`config.mk`:
```
export PLATFORM = sky130hd
export DESIGN_NAME = wt_mem_arbiter
export DESIGN_NICKNAME = d
export VERILOG_FILES = /design/src/rtl/wt_mem_arbiter.sv
export SDC_FILE = /design/constraint.sdc
export NUM_CORES = 1
export LEC_CHECK = 0
export CORE_AREA = 2 2 154 156
export CTS_CLUSTER_SIZE = 8
export DETAILED_ROUTE_END_ITERATION = 7
export DIE_AREA = 0 0 156 158
export GPL_TIMING_DRIVEN = 0
export PLACE_DENSITY = 0.62
export SYNTH_ARGS = -nofsm -noshare
export SYNTH_HDL_FRONTEND = slang
export SYNTH_SLANG_ARGS = --single-unit
```
`constraint.sdc`:
```
create_clock -name clk_i -period 4.32 [get_ports clk_i]
set_input_delay 1.08 -clock clk_i [delete_from_list [all_inputs] [get_ports clk_i]]
set_output_delay 1.08 -clock clk_i [all_outputs]
set_load 0.05 [all_outputs]
```
`src/rtl/wt_mem_arbiter.sv`:
```
// rtl/wt_mem_arbiter.sv - I$/D$ round-robin arbiter onto one registered memory request slot
// Define WT_ARB_DCACHE_PRIO_EN to replace round-robin with fixed D$ priority.
module wt_mem_arbiter #(
  parameter int ReqWidth       = 128,
  parameter int MaxOutstanding = 8
) (
  input  logic                clk_i,
  input  logic                rst_i,
  input  logic                icache_data_req_i,
  output logic                icache_data_ack_o,
  input  logic [ReqWidth-1:0] icache_data_i,
  input  logic                dcache_data_req_i,
  output logic                dcache_data_ack_o,
  input  logic [ReqWidth-1:0] dcache_data_i,
  output logic                mem_req_o,
  output logic [ReqWidth-1:0] mem_data_o,
  output logic                mem_src_o,
  input  logic                mem_gnt_i,
  input  logic                rtrn_vld_i,
  input  logic                rtrn_src_i,
  output logic                icache_rtrn_vld_o,
  output logic                dcache_rtrn_vld_o,
  output logic                busy_o
);

  localparam int CntWidth = $clog2(MaxOutstanding + 1);
  localparam logic [CntWidth-1:0] CntMax = CntWidth'(MaxOutstanding);

  logic [CntWidth-1:0] icnt_q, dcnt_q;
  logic slot_free, i_elig, d_elig, capture, win_src;
  logic i_inc, i_dec, d_inc, d_dec;

  assign slot_free = ~mem_req_o | mem_gnt_i;
  assign i_elig    = icache_data_req_i & (icnt_q < CntMax);
  assign d_elig    = dcache_data_req_i & (dcnt_q < CntMax);
  assign capture   = ~rst_i & slot_free & (i_elig | d_elig);

`ifdef WT_ARB_DCACHE_PRIO_EN
  assign win_src = d_elig;
`else
  logic last_src_q;

  // On a tie the requester that did not win last time goes next.
  assign win_src = (i_elig & d_elig) ? ~last_src_q : d_elig;

  always_ff @(posedge clk_i) begin
    if (rst_i) begin
      last_src_q <= 1'b1;
    end else if (capture) begin
      last_src_q <= win_src;
    end
  end
`endif

  assign icache_data_ack_o = capture & ~win_src;
  assign dcache_data_ack_o = capture & win_src;

  assign icache_rtrn_vld_o = rtrn_vld_i & ~rtrn_src_i;
  assign dcache_rtrn_vld_o = rtrn_vld_i & rtrn_src_i;

  assign i_inc = icache_data_ack_o;
  assign d_inc = dcache_data_ack_o;
  assign i_dec = icache_rtrn_vld_o;
  assign d_dec = dcache_rtrn_vld_o;

  // Increment cannot overflow because eligibility already excludes a full counter.
  function automatic logic [CntWidth-1:0] cnt_next(
    input logic [CntWidth-1:0] cnt,
    input logic                inc,
    input logic                dec
  );
    logic [CntWidth-1:0] res;
    res = cnt;
    if (inc && !dec) begin
      res = cnt + CntWidth'(1);
    end else if (dec && !inc && (cnt != '0)) begin
      res = cnt - CntWidth'(1);
    end
    return res;
  endfunction

  always_ff @(posedge clk_i) begin
    if (rst_i) begin
      icnt_q <= '0;
      dcnt_q <= '0;
    end else begin
      icnt_q <= cnt_next(icnt_q, i_inc, i_dec);
      dcnt_q <= cnt_next(dcnt_q, d_inc, d_dec);
    end
  end

  always_ff @(posedge clk_i) begin
    if (rst_i) begin
      mem_req_o  <= 1'b0;
      mem_data_o <= '0;
      mem_src_o  <= 1'b0;
    end else if (capture) begin
      mem_req_o  <= 1'b1;
      mem_data_o <= win_src ? dcache_data_i : icache_data_i;
      mem_src_o  <= win_src;
    end else if (mem_gnt_i) begin
      mem_req_o  <= 1'b0;
    end
  end

  assign busy_o = mem_req_o | (icnt_q != '0) | (dcnt_q != '0);

  // A return with nothing outstanding indicates a broken memory adapter.
  always_ff @(posedge clk_i) begin
    if (!rst_i) begin
      assert (!(i_dec && !i_inc && (icnt_q == '0)))
        else $warning("wt_mem_arbiter: icache return with no outstanding request");
      assert (!(d_dec && !d_inc && (dcnt_q == '0)))
        else $warning("wt_mem_arbiter: dcache return with no outstanding request");
    end
  end

endmodule

```
==> results of run 1 <==
==> flip-flops by register name, summed over array words and instances (netlist names) <==
register	flops
mem_data_o	128
dcnt_q	4
icnt_q	4
last_src_q	1
mem_req_o	1
mem_src_o	1
==> kinds of logic after synthesis <==
group / Yosys count
compound gates: 273
xor+xnor: 2
fa+ha+maj: 6
buf+inv: 63
flops: 139
mux: 10
simple gates: 36
==> layer usage <==
metal | vias up | share of wire, % | global-route usage, %
met3 | 14 | 8.1 | 6.41
met1 | 2836 | 40 | 20.8
met4 | 0 | 1.0 | 3.80
met5 | - | 0 | 0
met2 | 274 | 51 | 34.4
li1 | 2959 | - | -
==> cell type report <==
cell class                 instances  share of cell area, %
timing repair buffer             397                   37.5
sequential                       139                   26.3
multi-input combinational        327                   24.8
clock buffer                      19                   4.09
tap                              290                   3.43
buffer                            58                   2.40
clock inverter                    12                   1.32
inverter                           5                  0.177
==> final timing paths <==
check / end / slack (ns) / cells after the start
worst max-delay path: icache_data_ack_o / 0.15 / 4
worst min register to register: mem_src_o$_SDFFE_PP0P_ / 0.46 / 1
worst max register to register: dcnt_q[3]$_SDFFE_PP0P_ / 1.38 / 10
worst min-delay path: mem_src_o$_SDFFE_PP0P_ / 0.46 / 1
==> through the flow <==
step,std cells,hold WS (ns),power [mW]
floorplan,529,0.455,3.12
global placement,1216,0.433,4.06
detailed placement,1216,0.445,4.07
CTS,1247,0.463,5.54
global route,1247,0.475,5.74
finish,1247,0.459,5.49
==> cells in the mapped netlist, drive strengths merged <==
master and number:
nand2 13, nand3b 1, o2111ai 1, fa 2
o2bb2ai 128, dfxtp 139, clkbuf 25, a31oi 1
nor2b 6, nor3 1, a21oi 4, nand2b 4
o21a 1, a21o 5, ha 4, xor2 2
nand3 2, mux2i 6, mux2 4, inv 5
nor4 2, a32oi 1, buf 33, a2111oi 3
a22oi 129, nor2 7
==> report_power, final <==
| part | internal [mW] | switching [mW] | total [mW] |
|---|---|---|---|
| registers | 1.52 | 0.144 | 1.67 |
| clock network | 0.856 | 0.598 | 1.45 |
| logic | 0.914 | 1.45 | 2.36 |
| total | 3.29 | 2.19 | 5.49 |
==> critical path, delay by kind of cell <==
kind	cells	cell delay, ns
and+or+nand+nor	1	0.19
AOI/OAI and AO/OA	1	0.51
buffers and inverters	2	1.31
==> flow_summary.json, run 1 <==
{
  "clockBufferDepth": 2,
  "drc_errors": 0,
  "syn_nets": 798,
  "timing.rr.start": "dcnt_q[3]$_SDFFE_PP0P_",
  "routed_wl_microns": 24200,
  "synth_top_family_by_area": "compound AO/OA/AOI/OAI gates",
  "ff_latch_area_sq_mm": 0.00278,
  "ys_warn_count": 0,
  "synth.avg_cell_area_sq_um": 10.7,
  "slew_headroom_pct": 48.4,
  "synth_area_sq_mm": 0.00568,
  "design_area_sq_mm": 0.0106,
  "hold_viol": 0,
  "grt_max_degree": 17,
  "timing.final.crit_share_pct": 96.6,
  "outcome": "finished clean",
  "min_from": "mem_src_o$_SDFFE_PP0P_",
  "cts_resized": 0,
  "yosysTopAreaCellShare_pct": 49.0,
  "synth_fa_ha_area_share_pct": 1.59,
  "synth_area_leaders": "dfxtp_1 (49%), o2bb2ai_1 (20%), a22oi_1 (17%), buf_2 (2.6%), clkbuf_1 (1.7%)",
  "synth_compound_area_share_pct": 39.2,
  "finalCriticalPeriod_ns": 4.17,
  "synth.area.mux_share_pct": 1.92,
  "cp_max_fo": 4,
  "worst_pin_slew_ns": 0.775,
  "grt_pass1_vias": 6170,
  "cts_tree": "built",
  "via_per_inst": 4.88,
  "finClkSkew_ns": 0.00964,
  "dr.pass1.iters": 5,
  "rsz0062_at_grt": "false",
  "clk_latency_ns": 0.41,
  "final_max_slew_viol_count": 0,
  "setup_viol": 0,
  "drive_above_1_share_pct": 6.79,
  "synth_cell_types": 31,
  "path_class": "in2out",
  "synth_largest_area_cell": "dfxtp_1",
  "ios": 398,
  "dieArea_sq_mm": 0.0246,
  "start_util_pct": 24.6,
  "diodes": 0,
  "ys_seq_area_share_pct": 49.0,
  "vias": 6083,
  "maxCapViolCount": 0,
  "crit_path_end_kind": "output pin",
  "drtIter0Drc": 348,
  "synth_xor_area_share_pct": 0.309,
  "critPathLaunchType": "primary input",
  "dieWidth_microns": 156,
  "grt_first_pass_wirelength_microns": 35000,
  "hold_buffers": 0,
  "utilization_pct": 45.9,
  "fmax_ghz": 0.240,
  "cts_root_buffer": "clkbuf_16",
  "gp_congestion": 0.779,
  "final_nets": 1214,
  "place_ws_ns": 0.114,
  "yosys.area_share.simple_pct": 3.22,
  "dpl_cell_area_sq_mm": 0.0100,
  "portBuffers": 397,
  "grtUsageTotal_pct": 18.6,
  "dp_hpwl_microns": 18900,
  "die_h_microns": 158,
  "cts.sinks": 139,
  "postCtsSetupRepairBufs": 0,
  "layout_common_cells": "clkdlybuf4s50_1 (397), dfxtp_1 (139), a22oi_1 (129)",
  "layout_commonest_cell": "clkdlybuf4s50_1",
  "slowest_delay_ns": 0.90,
  "wl_per_cell_microns": 19.4,
  "fin_setup_tns_ns": 0,
  "worst_slack_ns": 0.146,
  "powerDensity_mw_per_mm2": 518,
  "max-vdd-ir-drop_mv": 0.231,
  "antenna_found_initial": 0,
  "numCtsBuffers": 17,
  "area_growth_syn_to_layout_pct": 86.5,
  "synth_seq_cells": 139,
  "clk_pin_slew_worst_paths_ns": 0.07,
  "multi_input_comb_area_sq_mm": 0.00262,
  "grt_overflow": 0,
  "syn_inst": 529,
  "slowest_stage": "clkdlybuf4s50_1",
  "coreArea_sq_mm": 0.0231,
  "crit_start": "dcache_data_req_i",
  "detail-route-antenna-nets": 0,
  "path_cells": "clkdlybuf4s50_1 > nor2b_2 > a2111oi_4 > clkdlybuf4s50_1",
  "leakagePower_nw": 3.86,
  "cts-htree-levels": 4,
  "cp_common_cell": "clkdlybuf4s50_1",
  "hp-class": "reg2reg",
  "required_ns": 3.24,
  "arrival_ns": 3.09,
  "rows": 56,
  "fillers": 2230
}
No activity file was read; power rests on OpenSTA's default activity.
==> run 2: changes to the inputs <==
==> config.mk (replaced) <==
export PLATFORM = sky130hd
export DESIGN_NAME = wt_mem_arbiter
export DESIGN_NICKNAME = d
export VERILOG_FILES = /design/src/rtl/wt_mem_arbiter.sv
export SDC_FILE = /design/constraint.sdc
export NUM_CORES = 1
export LEC_CHECK = 0
export CORE_AREA = 2 2 156 158
export CTS_CLUSTER_SIZE = 8
export DETAILED_ROUTE_END_ITERATION = 7
export DIE_AREA = 0 0 158 160
export GPL_TIMING_DRIVEN = 0
export PLACE_DENSITY = 0.61
export SYNTH_ARGS = -nofsm -noshare
export SYNTH_HDL_FRONTEND = slang
export SYNTH_SLANG_ARGS = --single-unit
==> constraint.sdc (replaced) <==
create_clock -name clk_i -period 4.2 [get_ports clk_i]
set_input_delay 1.05 -clock clk_i [delete_from_list [all_inputs] [get_ports clk_i]]
set_output_delay 1.05 -clock clk_i [all_outputs]
set_load 0.05 [all_outputs]
==> flow_summary.json, run 2 (synthesized netlist as in run 1, its figures left out) <==
{
  "outcome": "finished clean",
  "postCtsSetupRepairBufs": 0,
  "min_from": "mem_src_o$_SDFFE_PP0P_",
  "grt_pass1_vias": 6140,
  "dpl_cell_area_sq_mm": 0.0101,
  "dieArea_sq_mm": 0.0253,
  "hold_viol": 0,
  "dp_hpwl_microns": 18100,
  "slowest_delay_ns": 0.90,
  "clk_pin_slew_worst_paths_ns": 0.06,
  "cts_tree": "built",
  "die_h_microns": 160,
  "path_cells": "clkdlybuf4s50_1 > nor2b_2 > a2111oi_4 > clkdlybuf4s50_1",
  "design_area_sq_mm": 0.0107,
  "place_ws_ns": 0.106,
  "drc_errors": 0,
  "diodes": 0,
  "grt_max_degree": 17,
  "critPathLaunchType": "primary input",
  "pwr-share-comb_pct": 42.7,
  "slew_headroom_pct": 43.3,
  "grtUsageTotal_pct": 17.8,
  "grt_overflow": 0,
  "final_max_slew_viol_count": 0,
  "crit_path_end_kind": "output pin",
  "drtIter0Drc": 243,
  "cts-htree-levels": 4,
  "largest_reg_flops": 128,
  "ios": 398,
  "worst_slack_ns": 0.115,
  "fmax_ghz": 0.245,
  "clk_latency_ns": 0.42,
  "wl_per_cell_microns": 18.3,
  "p_sw_mw": 2.25,
  "path_class": "in2out",
  "dr.pass1.iters": 4,
  "area_growth_syn_to_layout_pct": 87.7,
  "hp-class": "reg2reg",
  "finClkSkew_ns": 0.0149,
  "cp_common_cell": "clkdlybuf4s50_1",
  "required_ns": 3.15,
  "reg_top3": "mem_data_o x128, dcnt_q x4, icnt_q x4",
  "powerDensity_mw_per_mm2": 535,
  "timing.rr.start": "dcnt_q[3]$_SDFFE_PP0P_",
  "crit_start": "dcache_data_req_i",
  "dieWidth_microns": 158,
  "start_util_pct": 23.8,
  "cts.sinks": 139,
  "antenna_found_initial": 0,
  "coreArea_sq_mm": 0.0238,
  "rows": 57,
  "netSwitchingFraction_pct": 39.5,
  "portBuffers": 397,
  "largest_register": "mem_data_o",
  "detail-route-antenna-nets": 0,
  "layout_commonest_cell": "clkdlybuf4s50_1",
  "clockBufferDepth": 2,
  "layout_common_cells": "clkdlybuf4s50_1 (397), dfxtp_1 (139), a22oi_1 (129)",
  "clockPowerShare_pct": 27.2,
  "numCtsBuffers": 17,
  "leakagePower_nw": 3.87,
  "cts_resized": 0,
  "drive_above_1_share_pct": 6.79,
  "timing.final.crit_share_pct": 97.3,
  "final_nets": 1214,
  "intPower_mw": 3.45,
  "cp_max_fo": 4,
  "vias": 6034,
  "routed_wl_microns": 23400,
  "max-vdd-ir-drop_mv": 0.238,
  "grt_first_pass_wirelength_microns": 34200,
  "maxCapViolCount": 0,
  "cts_root_buffer": "clkbuf_16",
  "finalCriticalPeriod_ns": 4.08,
  "setup_viol": 0,
  "rsz0062_at_grt": "false",
  "via_per_inst": 4.71,
  "worst_pin_slew_ns": 0.851,
  "gp_congestion": 0.795,
  "fin_setup_tns_ns": 0,
  "hold_buffers": 0,
  "slowest_stage": "clkdlybuf4s50_1",
  "seq_power_share_pct": 30.1,
  "arrival_ns": 3.03
}
## run 2: cell types whose count changed in the layout (fill, tap and decap cells not counted), sizes merged
cell,previous run,this run
bufinv,2,3
inv,9,8
## run 2: cell type report
type,count,area (sq um)
Inverter,5,18.8
Clock inverter,12,165
Sequential cell,139,2780
Tap cell,324,405
Timing Repair Buffer,397,3970
Buffer,58,254
Fill cell,2341,13200
Multi-Input combinational cell,327,2620
Clock buffer,19,433
## run 2: layer usage
| metal | share of wire (%) | up-vias | GRT usage (%) |
|---|---|---|---|
| met5 | 0 | - | 0 |
| met4 | 1.5 | 0 | 5.24 |
| met3 | 9.4 | 22 | 6.05 |
| met2 | 48 | 282 | 30.8 |
| met1 | 41 | 2760 | 20.7 |
| li1 | - | 2970 | - |
## run 2: power groups by stage
stage / Combinational (mW) / Clock, mW / Sequential (mW)
2_1_floorplan: 0.715 / 0 / 2.49
3_3_place_gp: 2.44 / 0 / 1.73
3_5_place_dp: 2.44 / 0 / 1.73
4_1_cts: 2.45 / 1.60 / 1.71
5_1_grt: 2.57 / 1.66 / 1.74
6_report: 2.43 / 1.55 / 1.71
## run 2: path summary, 6_finish.rpt
path	slack [ns]	cells past startpoint	end
worst max-delay path	0.12	4	icache_data_ack_o
worst min-delay path	0.46	1	mem_src_o$_SDFFE_PP0P_
worst max register to register	1.29	10	dcnt_q[3]$_SDFFE_PP0P_
worst min register to register	0.46	1	mem_src_o$_SDFFE_PP0P_
## run 2: stage by stage
| stage | hold slack (ns) | power (mW) | utilization, % | cells |
|---|---|---|---|---|
| after global routing | 0.475 | 5.97 | 44.7 | 1281 |
| final | 0.455 | 5.70 | 44.7 | 1281 |
| after detailed placement | 0.442 | 4.18 | 42.2 | 1250 |
| after CTS | 0.457 | 5.76 | 44.7 | 1281 |
| after floorplan | 0.455 | 3.20 | - | 529 |
| after global placement | 0.435 | 4.17 | 42.2 | 1250 |
## run 2: critical path, delay by kind of cell
family / cells / cell delay (ns)
compound gates: 1 / 0.47
buf+inv: 2 / 1.31
simple gates: 1 / 0.19
==> run 3: changes to the inputs <==
--- a/config.mk
+++ b/config.mk
@@ -14,3 +14,4 @@
 export SYNTH_ARGS = -nofsm -noshare
 export SYNTH_HDL_FRONTEND = slang
 export SYNTH_SLANG_ARGS = --single-unit
+export TNS_END_PERCENT = 10
==> constraint.sdc (replaced) <==
create_clock -name clk_i -period 4.2 [get_ports clk_i]
set_input_delay 0.84 -clock clk_i [delete_from_list [all_inputs] [get_ports clk_i]]
set_output_delay 0.84 -clock clk_i [all_outputs]
set_load 0.05 [all_outputs]
==> results of run 3 <==
Same layout as run 2 (identical final DEF). Status: finished clean.
Among the figures that moved: setup slack after placement 0.106 ns -> 0.345 ns; setup slack after layout 0.115 ns -> 0.535 ns
